### config.mk
export PLATFORM = sky130hd
export DESIGN_NAME = fetch_stage
export DESIGN_NICKNAME = d
export VERILOG_FILES = /design/src/rtl/fetch_stage.sv
export SDC_FILE = /design/constraint.sdc
export NUM_CORES = 1
export LEC_CHECK = 0
export ABC_AREA = 0
export CORE_ASPECT_RATIO = 0.7
export CORE_UTILIZATION = 40
export CTS_CLUSTER_DIAMETER = 100
export DETAILED_ROUTE_END_ITERATION = 7
export GPL_ROUTABILITY_DRIVEN = 0
export PLACE_DENSITY = 0.72
export RECOVER_POWER = 50
export SYNTH_ARGS = -nofsm -noshare
export SYNTH_HDL_FRONTEND = slang
export SYNTH_SLANG_ARGS = --single-unit
### constraint.sdc
create_clock -name clk -period 14 [get_ports clk]
set_clock_uncertainty 0.15 [all_clocks]
set_input_delay 4.2 -clock clk [delete_from_list [all_inputs] [get_ports clk]]
set_output_delay 4.2 -clock clk [all_outputs]
set_load 0.01 [all_outputs]
### src/rtl/fetch_stage.sv
// fetch_stage: instruction-fetch stage of the 5-stage RISC-V pipeline.
// Owns the program counter. Issues at most one outstanding request to
// instruction memory at a time. Returned words go to a one-entry output
// register (o_valid/o_instruction/o_pc). A one-entry skid buffer catches the
// single response that can land while the consumer is stalled.
//
// Handshakes:
//   - Memory request: o_imem_req/o_imem_addr are held until i_imem_gnt is
//     seen in the same cycle (req & gnt = accepted). After that, exactly one
//     i_imem_rvalid follows, at least one cycle later.
//   - Downstream: the entry on o_valid/o_instruction/o_pc is taken in any
//     cycle with o_valid & !i_stall. With i_stall high it holds unchanged.
//   - i_redirect is a single-cycle pulse. It flushes every buffered or
//     in-flight instruction and restarts fetch at i_redirect_pc.
//
// Ports:
//   clk, rst            clock; asynchronous active-high reset
//   i_stall             downstream cannot accept this cycle
//   i_redirect          flush and restart at i_redirect_pc (bits [1:0] ignored)
//   i_redirect_pc       redirect target
//   o_imem_req          fetch request (combinational)
//   o_imem_addr         word-aligned fetch address (combinational)
//   i_imem_gnt          request accepted this cycle
//   i_imem_rvalid       response valid
//   i_imem_rdata        response instruction word
//   o_valid             o_instruction/o_pc hold a real instruction
//   o_instruction       instruction to IF/ID (NOP_INSTR when !o_valid)
//   o_pc                PC of o_instruction
//   fsm_state           debug view of the fetch FSM (0 FETCH, 1 WAIT, 2 DROP)
module fetch_stage #(
  parameter int                           INSTRUCTION_WIDTH = 32,
  parameter logic [31:0]                  RESET_PC          = 32'h0000_0000,
  parameter logic [INSTRUCTION_WIDTH-1:0] NOP_INSTR         = 32'h0000_0013
) (
  input  logic                         clk,
  input  logic                         rst,
  input  logic                         i_stall,
  input  logic                         i_redirect,
  input  logic [31:0]                  i_redirect_pc,
  output logic                         o_imem_req,
  output logic [31:0]                  o_imem_addr,
  input  logic                         i_imem_gnt,
  input  logic                         i_imem_rvalid,
  input  logic [INSTRUCTION_WIDTH-1:0] i_imem_rdata,
  output logic                         o_valid,
  output logic [INSTRUCTION_WIDTH-1:0] o_instruction,
  output logic [31:0]                  o_pc,
  output logic [1:0]                   fsm_state
);

  typedef enum logic [1:0] {
    FETCH = 2'd0,
    WAIT  = 2'd1,
    DROP  = 2'd2
  } state_t;

  state_t                         state;
  state_t                         state_next;
  logic [31:0]                    pc;
  logic [31:0]                    req_pc;
  logic                           skid_valid;
  logic [INSTRUCTION_WIDTH-1:0]   skid_instr;
  logic [31:0]                    skid_pc;

  logic issue;
  logic accepted;
  logic deliver;
  logic consume;

  // No new request while the skid is occupied. This bounds the buffering
  // needed during a stall to the output entry plus the skid.
  assign issue    = (state == FETCH) && !skid_valid;
  assign accepted = issue && i_imem_gnt;
  // A response that coincides with a redirect is discarded, not delivered.
  assign deliver  = (state == WAIT) && i_imem_rvalid && !i_redirect;
  assign consume  = o_valid && !i_stall;

  assign o_imem_req  = issue;
  assign o_imem_addr = pc;
  assign fsm_state   = state;

  always_ff @(posedge clk or posedge rst) begin
    if (rst) begin
      state <= FETCH;
    end else begin
      state <= state_next;
    end
  end

  always_comb begin
    state_next = state;
    case (state)
      FETCH: begin
        if (i_redirect) begin
          // A request accepted in the redirect cycle still returns data,
          // and that data belongs to the old path.
          state_next = accepted ? DROP : FETCH;
        end else if (accepted) begin
          state_next = WAIT;
        end
      end
      WAIT: begin
        if (i_redirect) begin
          state_next = i_imem_rvalid ? FETCH : DROP;
        end else if (i_imem_rvalid) begin
          state_next = FETCH;
        end
      end
      DROP: begin
        // A redirect here only moves pc. The stage still waits for the one
        // outstanding response. If that response lands in the same cycle,
        // the wait is over.
        if (i_imem_rvalid) begin
          state_next = FETCH;
        end
      end
      default: state_next = FETCH;
    endcase
  end

  always_ff @(posedge clk or posedge rst) begin
    if (rst) begin
      pc            <= RESET_PC;
      req_pc        <= RESET_PC;
      o_valid       <= 1'b0;
      o_instruction <= NOP_INSTR;
      o_pc          <= RESET_PC;
      skid_valid    <= 1'b0;
      skid_instr    <= NOP_INSTR;
      skid_pc       <= RESET_PC;
    end else begin
      if (i_redirect) begin
        pc <= i_redirect_pc & 32'hFFFF_FFFC;
      end else if (accepted) begin
        pc <= pc + 32'd4;
      end

      if (accepted) begin
        req_pc <= pc;
      end

      if (i_redirect) begin
        o_valid       <= 1'b0;
        o_instruction <= NOP_INSTR;
        skid_valid    <= 1'b0;
      end else if (consume) begin
        if (skid_valid) begin
          o_instruction <= skid_instr;
          o_pc          <= skid_pc;
          skid_valid    <= deliver;
          if (deliver) begin
            skid_instr <= i_imem_rdata;
            skid_pc    <= req_pc;
          end
        end else if (deliver) begin
          o_instruction <= i_imem_rdata;
          o_pc          <= req_pc;
        end else begin
          o_valid       <= 1'b0;
          o_instruction <= NOP_INSTR;
        end
      end else if (deliver) begin
        if (!o_valid) begin
          o_valid       <= 1'b1;
          o_instruction <= i_imem_rdata;
          o_pc          <= req_pc;
        end else begin
          skid_valid <= 1'b1;
          skid_instr <= i_imem_rdata;
          skid_pc    <= req_pc;
        end
      end
    end
  end

endmodule
**Yosys cells after proc, flatten, opt, wreduce, memory -nomap -nowiden**

Cells that the tools add are included.
W data, S select, Z words.

- Bits in registers: 196
- Input port bits: 70
- Output and inout bits: 100

- $add $sub $neg: 1
- Equality and inequality tests: 8
- Multiplexer cells: 39
- Bitwise gates (word level): 1
- Reduce and logical (&&, ||, !) cells: 20

Operator list:

| kind | count |
|---|---|
| $mux W32 | 22 |
| $add A32 B3 Y32 const B | 1 |
| $mux W2 | 6 |
| $mux W1 | 10 |
| $ne A3 B3 Y1 const B | 3 |
| $reduce_and A4 Y1 | 2 |
| $reduce_bool A2 Y1 | 4 |
| $pmux W2 S3 | 1 |
| $reduce_bool A3 Y1 | 2 |
| $logic_and A1 B1 Y1 | 5 |
| $reduce_and A2 Y1 | 2 |
| $logic_not A1 Y1 | 3 |
| $ne A3 B2 Y1 const B | 1 |
| $reduce_and A3 Y1 | 1 |
| $eq A2 B1 Y1 const B | 1 |
| $eq A2 B2 Y1 const B | 1 |
| $logic_not A2 Y1 | 1 |
| $ne A2 B1 Y1 const B | 1 |
| $ne A2 B2 Y1 const B | 1 |
| $not A1 Y1 | 1 |

**Logic depth before layout (Yosys ltp)**

- Depth in word-level cells: 7
- Mapped depth: 7
- Gate-level depth less buffers: 4

**Worst setup path before layout**

Ideal clock, no wire load.

- Path kind: input port to flip-flop
- From: input port i_imem_gnt
- To: register pc[17] (netlist: o_imem_addr[17])
- Arrival: 6.069 ns
- Path slack: 7.699 ns
- Stages on the path: 6
- Path buffers: 2
- Cell sequence: or4b_1 > buf_2 > or4_1 > buf_2 > or4_1 > a31oi_1

- Longest elaborated chain between the ends: 2

RTL lines:

| what | RTL line | source |
|---|---|---|
| start, declared | 42 | `input logic i_imem_gnt,` |
| $logic_and A1 B1 Y1 | 73 | `assign accepted = issue && i_imem_gnt;` |
| $reduce_bool A2 Y1 (no line) | -- |  |
| end signal, assigned | 133 | `pc <= i_redirect_pc & 32'hFFFF_FFFC;` |
| end signal, assigned | 135 | `pc <= pc + 32'd4;` |
| end, declared | 59 | `logic [31:0] pc;` |

Every way passes these cells.
A chain may end at the register's enable or synchronous reset.

==> flow_metrics.env <==
export IMPL_track_usage=0.201
export IMPL_dp_hpwl_mm=13.6
export IMPL_ios=170
export IMPL_rsz0062_at_grt="false"
export IMPL_ant_nets=0
export IMPL_clockBufferDepth=2
export IMPL_power_density_nw_per_um2=136
export IMPL_cp_max_fo=113
export IMPL_grt_overflow_total=0
export IMPL_clock_sinks=188
export IMPL_dr_pass1_iters=5
export IMPL_drive_gt1_frac=0.122
export IMPL_yosys_warnings=0
export IMPL_drc_errors=0
export IMPL_port_buffer_count=163
export IMPL_cp_arrival_ns=8.72
export IMPL_antenna_cells=0
export IMPL_row_count=43
export IMPL_postSynthAreaPerCell_sq_um=11.1
export IMPL_clk_pin_slew_worst_paths_ns=0.07
export IMPL_path_cells="dlygate4sd3_1 -> clkinvlp_2 -> buf_4"
export IMPL_core_area_sq_um=20000
export IMPL_grt_pass1_wl_mm=33.4
export IMPL_synth_edf_count=0
export IMPL_die_h_microns=122
export IMPL_hp_class="reg -> reg"
export IMPL_maxSlewViolCount=226
export IMPL_vias=6209
export IMPL_irDropWorstVdd_uv=70.5
export IMPL_wl_per_cell_microns=17.9
export IMPL_relSlewSlack=-2.31
export IMPL_grt_max_degree=114
export IMPL_worstSetupPathType="in -> async"
export IMPL_crit_required_ns=14.26
export IMPL_cts_tree="done"
export IMPL_hold_violations=0
export IMPL_viasPerCell=5.31
export IMPL_min_period_ns=8.46
export IMPL_tns_ns=0
export IMPL_critPathMaxStageDelay_ns=2.75
export IMPL_synth_yosys_seq_area_share=0.569
export IMPL_placement_cell_area_sq_um=10100
export IMPL_synthCells=743
export IMPL_postCtsSetupBuffers=0
export IMPL_hold_buffers=0
export IMPL_leakage_nw=5.26
export IMPL_synth_ff_type="dfrtp_1"
export IMPL_nets=957
export IMPL_tightest_slew_ns=4.94
export IMPL_htreeDepth=4
export IMPL_dp_cells=1137
export IMPL_clockRootBuffer="clkbuf_16"
export IMPL_design_area_sq_um=10700
export IMPL_slowest_stage="clkinvlp_2"
export IMPL_syn_cell_area_sq_um=8270
export IMPL_cts_resized=0
export IMPL_status="finished, violations left"
export IMPL_clkLatencyLatePin_ns=0.43
export IMPL_end_kind="async pin"
export IMPL_wl_mm=20.9
export IMPL_instances_no_fill=1169
export IMPL_area_growth_pct=29.4
export IMPL_violations="max-capacitance violations, max-slew violations"
export IMPL_final_setup_viol_count=0
export IMPL_max_cap_violations=4
export IMPL_antenna_found_initial=0
export IMPL_first_global_vias=6178
export IMPL_max_clock_freq_mhz=118
export IMPL_fp_dieArea_sq_um=21300
export IMPL_numCtsBuffers=17
export IMPL_async_reset_ff_frac=1.00
export IMPL_whs_ns=0.312
export IMPL_die_x_microns=174
export IMPL_critPathLaunchType="primary input"
export IMPL_netlist_cell_type_count=43
export IMPL_synth_seq_cells=188
export IMPL_initial_core_util=0.413
export IMPL_drtIter0Drc=482
export IMPL_finalCritPeriodShare=0.604
==> final timing paths <==
check / cells past startpoint / end / startpoint / slack (ns)
max: 3 / o_pc[9]$_DFFE_PP0P_ / rst / 5.54
min: 2 / o_instruction[1]$_DFFE_PP1P_ / o_instruction[1]$_DFFE_PP1P_ / 0.31
max reg2reg: 5 / o_imem_addr[31]$_DFFE_PP0P_ / skid_valid$_DFFE_PP0P_ / 10.01
min reg2reg: 2 / o_instruction[1]$_DFFE_PP1P_ / o_instruction[1]$_DFFE_PP1P_ / 0.31
max in group clk: 6 / o_imem_addr[31]$_DFFE_PP0P_ / i_imem_gnt / 6.38
min in group asynchronous: 2 / o_pc[4]$_DFFE_PP0P_ / rst / 5.59
==> where the power goes <==
group          leakage [nW]  internal (mW)  switching [mW]  total [mW]
sequential             2.45          0.624          0.0695       0.693
combinational          2.52          0.136           0.135       0.272
clock                 0.280          0.269           0.225       0.495
total                  5.26           1.03           0.430        1.46
==> sequential cells by signal, indices dropped and copies added, names as in the netlist <==
register,flops
skid_instr,32
skid_pc,30
o_pc,30
o_valid,1
skid_valid,1
o_imem_addr,30
fsm_state,2
req_pc,30
o_instruction,32
==> metrics by stage <==
stage               total power, mW  worst slack (ns)   util
global placement              0.989              6.71  0.506
global route                   1.53              4.66  0.535
finish                         1.46              5.54  0.535
detailed placement            0.997              6.66  0.506
CTS                            1.49              7.11  0.536
floorplan                     0.819              4.55      -
==> critical path: cells and delay by family <==
family	cells	cell delay, ns
buffers and inverters	3	4.40
==> synthesized netlist by cell type, types with 6 or more instances <==
cell / count / area [sq um]
o21ai_0: 48 / 240
a31oi_1: 14 / 87.6
clkbuf_1: 37 / 139
or3_1: 6 / 37.5
o31ai_1: 10 / 75.1
nor2_1: 19 / 71.3
mux2i_1: 60 / 601
or4_1: 17 / 128
inv_1: 7 / 26.3
mux2_2: 62 / 698
nand4_1: 17 / 106
dfstp_2: 6 / 158
dfrtp_1: 182 / 4550
nand3_1: 15 / 75.1
buf_1: 7 / 26.3
o2bb2ai_1: 29 / 254
nand2_1: 150 / 563
==> cell type report <==
cell class | instances | area, sq um
clock buffers | 19 | 433
clock inverters | 13 | 160
fillers | 1787 | 9310
inverters | 7 | 27.5
multi-input cells | 500 | 3340
flip-flops and latches | 188 | 4710
well taps | 270 | 338
repair buffers | 172 | 1690
==> kinds of logic after synthesis <==
logic type,Yosys count,share of synthesized area
xor+xnor,10,0.0106
flops,188,0.569
simple gates,246,0.138
buf+inv,58,0.0293
mux,122,0.157
fa+ha+maj,1,0.00151
other cells,1,0.000453
compound gates,117,0.0935
==> layer usage <==
layer	track usage	wire length (microns)	vias up
li1	-	-	2920
met1	0.290	10100	3111
met2	0.297	9230	160
met3	0.0524	1360	18
met4	0.0598	210	0
met5	0	0	-
==> cell usage in the layout (no fill, tap or decap), types with 3 or more instances in the layout <==
master,n
dfstp_2,6
o31ai_1,10
dlygate4sd3_1,83
mux2_2,62
a31oi_1,14
o21ai_0,48
nand2_1,149
o2bb2ai_1,29
inv_8,3
clkinvlp_4,3
clkdlybuf4s50_1,80
and4_1,3
o211ai_1,4
mux2i_1,60
clkinv_4,3
conb_1,4
or4_1,17
a21oi_1,4
xnor2_1,5
nand3_1,15
a32oi_1,3
clkbuf_1,5
nor2_1,19
buf_4,6
nand4_1,17
or3_1,6
nor3_1,4
xor2_1,5
inv_1,6
dfrtp_1,182
clkbuf_16,17
Power figures use the tool's default switching activity.
